===== src/rtl/mem_pkg.sv =====
// Shared types and defaults for the memory arbiter, array and drivers.
// FSM state encoding and read/write op constants.
package mem_pkg;

    localparam int MEM_ADDR_W = 3;
    localparam int MEM_DATA_W = 8;

    localparam logic RW_WRITE = 1'b1;
    localparam logic RW_READ  = 1'b0;

    typedef enum logic [1:0] {
        IDLE,
        ISSUE,
        WAIT,
        RESP
    } state_e;

endpackage


===== src/rtl/rr_arbiter2.sv =====
// Two-way round-robin grant with pointer update on accept.
// Pointer names the favoured requester when both are valid.
module rr_arbiter2 (
    input  logic       clk,
    input  logic       rst_n,
    input  logic       en,
    input  logic [1:0] req,
    output logic [1:0] grant
);

    logic ptr_q;
    logic ptr_d;

    // Grant the pointer side on a tie, else the lone requester
    always_comb begin
        grant = 2'b00;
        if (en) begin
            if (req == 2'b11) begin
                grant[ptr_q] = 1'b1;
            end else begin
                grant = req;
            end
        end
        ptr_d = ptr_q;
        if (grant[0]) begin
            ptr_d = 1'b1;
        end else if (grant[1]) begin
            ptr_d = 1'b0;
        end
    end

    // Pointer register, requester 0 favoured after reset
    always_ff @(posedge clk or negedge rst_n) begin
        if (!rst_n) begin
            ptr_q <= 1'b0;
        end else begin
            ptr_q <= ptr_d;
        end
    end

endmodule


===== src/rtl/memory_arbiter.sv =====
// Round-robin arbiter and sequencer for the single-port memory array.
// One transaction in flight: accept, issue strobe, wait read latency, respond.
module memory_arbiter
    import mem_pkg::*;
#(
    parameter int ADDR_W = MEM_ADDR_W,
    parameter int DATA_W = MEM_DATA_W,
    parameter int RD_LAT = 1
) (
    input  logic                i_clock,
    input  logic                i_reset_n,
    input  logic [1:0]          req_valid,
    output logic [1:0]          req_ready,
    input  logic [1:0]          req_rw,
    input  logic [2*ADDR_W-1:0] req_addr,
    input  logic [2*DATA_W-1:0] req_wdata,
    output logic [1:0]          rsp_valid,
    output logic [DATA_W-1:0]   rsp_data,
    output logic                mem_valid,
    output logic                mem_rw,
    output logic [ADDR_W-1:0]   mem_addr,
    output logic [DATA_W-1:0]   mem_wdata,
    input  logic [DATA_W-1:0]   mem_rdata,
    output logic                busy
);

    state_e              state_q, state_d;
    logic                id_q, id_d;
    logic [2:0]          cnt_q, cnt_d;
    logic [DATA_W-1:0]   rdata_q, rdata_d;
    logic                mem_valid_q, mem_valid_d;
    logic                mem_rw_q, mem_rw_d;
    logic [ADDR_W-1:0]   mem_addr_q, mem_addr_d;
    logic [DATA_W-1:0]   mem_wdata_q, mem_wdata_d;
    logic [1:0]          rsp_valid_q, rsp_valid_d;
    logic [DATA_W-1:0]   rsp_data_q, rsp_data_d;
    logic [1:0]          gnt;
    logic                arb_en;

    // Accepts only while idle; held off while reset is asserted
    assign arb_en = (state_q == IDLE) && i_reset_n;

    rr_arbiter2 u_rr (
        .clk   (i_clock),
        .rst_n (i_reset_n),
        .en    (arb_en),
        .req   (req_valid),
        .grant (gnt)
    );

    assign req_ready = gnt;
    assign mem_valid = mem_valid_q;
    assign mem_rw    = mem_rw_q;
    assign mem_addr  = mem_addr_q;
    assign mem_wdata = mem_wdata_q;
    assign rsp_valid = rsp_valid_q;
    assign rsp_data  = rsp_data_q;
    assign busy      = (state_q != IDLE);

    // Next-state, payload latch, latency count and response data
    always_comb begin
        state_d     = state_q;
        id_d        = id_q;
        cnt_d       = cnt_q;
        rdata_d     = rdata_q;
        mem_valid_d = 1'b0;
        mem_rw_d    = mem_rw_q;
        mem_addr_d  = mem_addr_q;
        mem_wdata_d = mem_wdata_q;
        rsp_valid_d = 2'b00;
        rsp_data_d  = '0;
        case (state_q)
            IDLE: begin
                if (|gnt) begin
                    id_d        = gnt[1];
                    mem_valid_d = 1'b1;
                    mem_rw_d    = req_rw[gnt[1]];
                    mem_addr_d  = gnt[1] ? req_addr[ADDR_W +: ADDR_W]
                                         : req_addr[0 +: ADDR_W];
                    mem_wdata_d = gnt[1] ? req_wdata[DATA_W +: DATA_W]
                                         : req_wdata[0 +: DATA_W];
                    state_d     = ISSUE;
                end
            end
            ISSUE: begin
                if (mem_rw_q == RW_WRITE) begin
                    rdata_d = '0;
                    state_d = RESP;
                end else begin
                    cnt_d   = 3'(RD_LAT - 1);
                    state_d = WAIT;
                end
            end
            WAIT: begin
                if (cnt_q == 3'd0) begin
                    rdata_d = mem_rdata;
                    state_d = RESP;
                end else begin
                    cnt_d = cnt_q - 3'd1;
                end
            end
            RESP: begin
                rsp_valid_d[id_q] = 1'b1;
                rsp_data_d        = rdata_q;
                state_d           = IDLE;
            end
            default: state_d = IDLE;
        endcase
    end

    // State and registered outputs; reset abandons any in-flight access
    always_ff @(posedge i_clock or negedge i_reset_n) begin
        if (!i_reset_n) begin
            state_q     <= IDLE;
            id_q        <= 1'b0;
            cnt_q       <= 3'd0;
            rdata_q     <= '0;
            mem_valid_q <= 1'b0;
            mem_rw_q    <= 1'b0;
            mem_addr_q  <= '0;
            mem_wdata_q <= '0;
            rsp_valid_q <= 2'b00;
            rsp_data_q  <= '0;
        end else begin
            state_q     <= state_d;
            id_q        <= id_d;
            cnt_q       <= cnt_d;
            rdata_q     <= rdata_d;
            mem_valid_q <= mem_valid_d;
            mem_rw_q    <= mem_rw_d;
            mem_addr_q  <= mem_addr_d;
            mem_wdata_q <= mem_wdata_d;
            rsp_valid_q <= rsp_valid_d;
            rsp_data_q  <= rsp_data_d;
        end
    end

endmodule


===== config.mk =====
export PLATFORM = sky130hd
export DESIGN_NAME = memory_arbiter
export DESIGN_NICKNAME = d
export VERILOG_FILES = /design/src/rtl/mem_pkg.sv /design/src/rtl/rr_arbiter2.sv /design/src/rtl/memory_arbiter.sv
export SDC_FILE = /design/constraint.sdc
export NUM_CORES = 1
export LEC_CHECK = 0
export CORE_ASPECT_RATIO = 0.75
export CORE_MARGIN = 2
export CORE_UTILIZATION = 25
export DETAILED_ROUTE_END_ITERATION = 16
export GPL_TIMING_DRIVEN = 1
export SYNTH_ARGS = -nofsm -noshare
export SYNTH_HDL_FRONTEND = slang
export SYNTH_HIERARCHICAL = 1
export SYNTH_SLANG_ARGS = --single-unit

===== constraint.sdc =====
create_clock -name i_clock -period 3.5 [get_ports i_clock]
set_input_delay 0.7 -clock i_clock [delete_from_list [all_inputs] [get_ports i_clock]]
set_output_delay 0.7 -clock i_clock [all_outputs]
set_load 0.01 [all_outputs]

==> flow_summary.ini, run 1 <==
[clocking]
htree_levels = 2
cts.sinks = 38
path_clk_slew_ps = 80
cts_root_buf = clkbuf_8
cts_hold_buf = 0
cts_inserted_buffers = 5
clockBufferDepth = 2
worst_skew_pair.late_latency_ps = 290
tritoncts = yes
post_cts_buffers = 0
post_cts_resized = 0

[die]
die_x_um = 101
start_util = 0.259
dieArea_um2 = 7780
num_rows = 26
fp.dieH_um = 76.9
io_pins = 62
core-area_um2 = 6830

[sta]
hold_violations = 0
rsz0062_at_grt = false
period_minus_slack_ps = 2960
max_freq_mhz = 337
post-route-period-util = 0.847
slew_headroom = 0.615
setup_viol = 0
setup_slack_ps = 537
skew_ps = 4.93
final_max_slew_viol_count = 0
tightest_slew_ps = 578
fin_setup_tns_ps = 0

[synthesis]
yosys_warnings = 6
synth.distinct_cells = 25
synthTopCellsByArea = dfrtp_1, mux2i_1, ha_1
synth.yosys.seq_area_share = 0.537
syn_inst = 160
synth_xor_area_frac = 0
synth_largest_area_cell = dfrtp_1
synth_top_family_by_area = multiplexers
synth_area_um2 = 1770
synth_mux_area_frac = 0.136
synth_fa_ha_area_frac = 0.0565
synth_compound_area_frac = 0.0982
syn_nets = 204
yosys.area_share.simple = 0.119
ys_ff_latch = 38
syn_area_per_cell_um2 = 11.1
yosysTopAreaCellShare = 0.537

[route]
routed_wl_um = 3770
wl_per_cell_um = 12.2
postRouteAntennaNets = 0
firstDrtPassIters = 4
num_vias = 1304
drt-vias-per-instance = 4.21
drt_iter0_drc = 36
drc = 0

[global_routing]
grt_pass1_vias = 1228
grt_use_total = 0.0990
grt.overflow.total = 0
grt_pass1_wl_um = 5910
grt_max_degree = 39
antenna_found_initial = 0

[critical_path]
critPathMaxFanout = 7
arrival_ps = 2260
critPathMaxStageDelay_ps = 570
critPathKind = reg2out
cp-start-kind = register
rrSetupSlack_ps = 1080
path_cells = inv_1, ha_1, and2_1, nand2_1, a21oi_1, clkdlybuf4s50_1
cp_slowest_cell = clkdlybuf4s50_1
rr_worst_depth = 9
worstReg2RegEnd = state_q[0]
required_ps = 2800
cp-end-kind = output port
r2r_start = state_q[0]

[finish]
layout-drive-gt1-share = 0.0796
area_growth_syn_to_layout_pct = 44.5
fin_nets = 270
diodes = 0

[power]
peakVddDrop_uv = 211
p_total_w = 0.00184
leakagePower_nw = 1.13
powerDensity_nw_per_um2 = 720

[placed_design]
place_congestion = 0.719
io_buffers = 61
dp_hpwl_um = 2760
post-place-ws_ps = 749

[status]
status = finished, final reports clean

[worst_hold_path]
hold_class = reg2reg
min_from = id_q
min_to = rsp_valid[0]
min_path_cells = 1

[flow_run]
drv_cap = 0
where the power goes:
| group | internal (W) | switching, W | total, W |
|---|---|---|---|
| Clock | 0.000134 | 0.000153 | 0.000287 |
| Combinational | 0.000445 | 0.000414 | 0.000859 |
| Sequential | 0.000608 | 0.0000908 | 0.000699 |
area by class of cell:
cell class	count	area, um^2
fill	687	4270
sequential	38	951
multi-input combinational	100	729
timing repair buffer	65	636
tap	84	105
clock buffer	5	68.8
inverter	16	60.1
clock inverter	2	10.0
routing by layer:
layer  track usage  up-vias  wire length [um]
li1              -      658                 -
met1         0.139      596              1900
met2         0.136       42              1520
met3        0.0356        8               292
met4        0.0405        0                61
met5             0        -                 0
placed cells by master, fill, tap and decap left out, drive strengths merged:
cell type and count:
and2 11, o31a 1, nand2b 3, nor2b 2, clkdlybuf4s50 60, a41o 1, a21oi 4, inv 16
o32a 1, buf 5, clkbuf 5, o21ai 13, ha 8, a311oi 1, a221oi 1, clkinv 2
dfrtp 38, and3 1, a22o 2, nand2 24, mux2 1, mux2i 23, nor2 3
worst max path at each step:
stage | from | depth (start not counted) | slack [ps] | end
final | state_q[0] | 6 | 540 | req_ready[0]
after global routing | state_q[0] | 6 | 390 | req_ready[0]
after CTS | state_q[0] | 6 | 520 | req_ready[0]
after detailed placement | req_valid[0] | 4 | 750 | req_ready[0]
after global placement | req_valid[0] | 4 | 800 | req_ready[0]
after floorplan | state_q[0] | 9 | 1320 | state_q[0]
per-stage QoR:
step	cell area (um^2)	hold slack [ps]	utilization	std cells
after floorplan	1770	404	-	160
after global placement	2480	446	0.363	303
after detailed placement	2480	450	0.363	303
after CTS	2560	456	0.375	310
after global routing	2560	469	0.375	310
final	2560	453	0.375	310
cell usage after synthesis:
library cell and count:
o32a_1 1, nand2b_1 3, a21oi_4 1, a221oi_1 1, a41o_1 1, nand2_1 24, inv_1 16, a21oi_2 1
o21ai_1 12, o31a_1 1, dfrtp_1 38, buf_4 2, mux2_1 1, nor2b_1 2, buf_2 4, a311oi_2 1
o21ai_2 1, ha_1 8, mux2i_1 23, a22o_1 2, and2_1 10, nor2_1 3, a21oi_1 2, and3_1 1
and2_4 1
flip-flops by register name (all words and copies together), names as in the netlist:
signal / cells
cnt_q: 3
id_q: 1
mem_addr: 3
mem_rw: 1
mem_valid: 1
mem_wdata: 8
rdata_q: 8
rsp_data: 8
rsp_valid: 2
state_q: 2
u_rr/ptr_q: 1
critical path, delay by kind of cell (launching register included):
kind	cells	cell delay, ps
buffers and inverters	2	720
and+or+nand+nor	2	320
AOI/OAI and AO/OA	1	180
adders and majority gates	1	320
DFF	1	430
cells by family (layout without fill, tap and decap cells):
| group | count (synthesis) | after routing |
|---|---|---|
| simple gates | 44 | 44 |
| flops | 38 | 38 |
| compound gates | 24 | 24 |
| mux | 24 | 24 |
| buf+inv | 22 | 88 |
| fa+ha+maj | 8 | 8 |
Power figures use the tool's default switching activity.
==> run 2: changes to the inputs <==
==> constraint.sdc (replaced) <==
create_clock -name i_clock -period 2.85 [get_ports i_clock]
set_input_delay 0.57 -clock i_clock [delete_from_list [all_inputs] [get_ports i_clock]]
set_output_delay 0.57 -clock i_clock [all_outputs]
set_load 0.01 [all_outputs]
==> run 2 against run 1 <==
  * Die area unchanged
  * Clock-buffer cell count up 1
  * Register-to-register slack worse by 560 ps
  * Utilization up 0.51 points
  * Hold slack worse by 94 ps
==> flow_summary.ini, run 2 (synthesis gave the netlist of run 1 again) <==
[die]
dieArea_um2 = 7780
num_rows = 26
fp.dieH_um = 76.9
core-area_um2 = 6830
io_pins = 62
start_util = 0.259
die_x_um = 101

[status]
status = finished, final reports clean

[critical_path]
cp_slowest_cell = clkdlybuf4s50_1
critPathMaxFanout = 5
cp-start-kind = register
r2r_start = state_q[0]
critPathMaxStageDelay_ps = 570
startpoint = state_q[0]
critPathKind = reg2out
arrival_ps = 2070
path_cells = inv_1, ha_1, and2_2, nand2_1, a21oi_1, clkdlybuf4s50_1
cp-end-kind = output port
required_ps = 2280

[placed_design]
place_congestion = 0.640
dp_hpwl_um = 2800
io_buffers = 61
placed_cell_area_um2 = 2480

[global_routing]
grt_use_total = 0.103
grt_pass1_vias = 1303
grt.overflow.total = 0
grt_pass1_wl_um = 6160
antenna_found_initial = 0
grt_max_degree = 39

[clocking]
cts_root_buf = clkbuf_8
tritoncts = yes
post_cts_buffers = 0
htree_levels = 2
path_clk_slew_ps = 80
cts_hold_buf = 0
cts_inserted_buffers = 5
cts.sinks = 38
worst_skew_pair.late_latency_ps = 290
post_cts_resized = 0
clockBufferDepth = 2

[sta]
post-route-period-util = 0.928
final_max_slew_viol_count = 0
max_freq_mhz = 378
fin_setup_tns_ps = 0
skew_ps = 9.67
slew_headroom = 0.417
hold_ws_ps = 359
tightest_slew_ps = 874
setup_viol = 0
rsz0062_at_grt = false
period_minus_slack_ps = 2640
hold_violations = 0

[worst_hold_path]
hold_class = in2async

[route]
postRouteAntennaNets = 0
drt-vias-per-instance = 4.21
num_vias = 1306
drc = 0
routed_wl_um = 3790
firstDrtPassIters = 6
drt_iter0_drc = 43
wl_per_cell_um = 12.2

[finish]
multi_input_area_um2 = 731
layout-drive-gt1-share = 0.0841
regArea_um2 = 951
most-common-layout-cells = clkdlybuf4s50_1, dfrtp_1, nand2_1, mux2i_1, inv_1
diodes = 0
area_growth_syn_to_layout_pct = 46.5
stdcell_area_um2 = 2590
final_common_cell = clkdlybuf4s50_1
fin_nets = 270
n_fill_cell = 683

[flow_run]
drv_cap = 0

[power]
leakagePower_nw = 1.14
peakVddDrop_uv = 221
powerDensity_nw_per_um2 = 918
-- run 2: changes by cell type in the layout (fill, tap and decap cells not counted), sizes merged --
cell / before / now
clkinv: 2 / 0
bufinv: 0 / 1
clkbuf: 5 / 6
-- run 2: layout make-up --
type / count / area share
timing repair buffer: 65 / 0.245
sequential: 38 / 0.366
clock buffer: 6 / 0.0318
tap: 84 / 0.0405
multi-input combinational: 100 / 0.282
inverter: 16 / 0.0231
clock inverter: 1 / 0.0116
-- run 2: path summary, 6_finish.rpt --
path                           endpoint  slack, ps  depth (start not counted)
max                        req_ready[0]        210                          6
min                          rdata_q[2]        360                          2
max in group asynchronous  mem_wdata[5]       2160                          2
min reg2reg                rsp_valid[0]        480                          1
max reg2reg                 mem_addr[0]        520                          8
min in group i_clock       rsp_valid[0]        480                          1
-- run 2: report_power, final --
part	leakage (nW)	total (W)	switching, W	internal [W]
clock network	0.0573	0.000468	0.000188	0.000280
registers	0.497	0.000862	0.000115	0.000747
logic	0.588	0.00105	0.000504	0.000549
-- run 2: layer usage --
layer / vias to the layer above / GRT usage / part of all wire
met5: - / 0 / 0
met2: 45 / 0.144 / 0.42
met3: 8 / 0.0401 / 0.074
met1: 599 / 0.139 / 0.49
li1: 654 / - / -
met4: 0 / 0.0446 / 0.017
-- run 2: worst max-delay path: cells and delay by family, from the launching register on --
kind	cells	cell delay, ps
and+or+nand+nor	2	270
buffers and inverters	2	710
DFF	1	430
AOI/OAI and AO/OA	1	190
adders and majority gates	1	170
-- run 2: stage by stage --
| step | cells | total power (W) | util | setup WS, ps |
|---|---|---|---|---|
| floorplan | 160 | 0.00149 | - | 668 |
| global placement | 303 | 0.00192 | 0.363 | 409 |
| detailed placement | 303 | 0.00194 | 0.363 | 377 |
| CTS | 310 | 0.00242 | 0.380 | 167 |
| global route | 310 | 0.00257 | 0.380 | 39.9 |
| finish | 310 | 0.00238 | 0.380 | 206 |
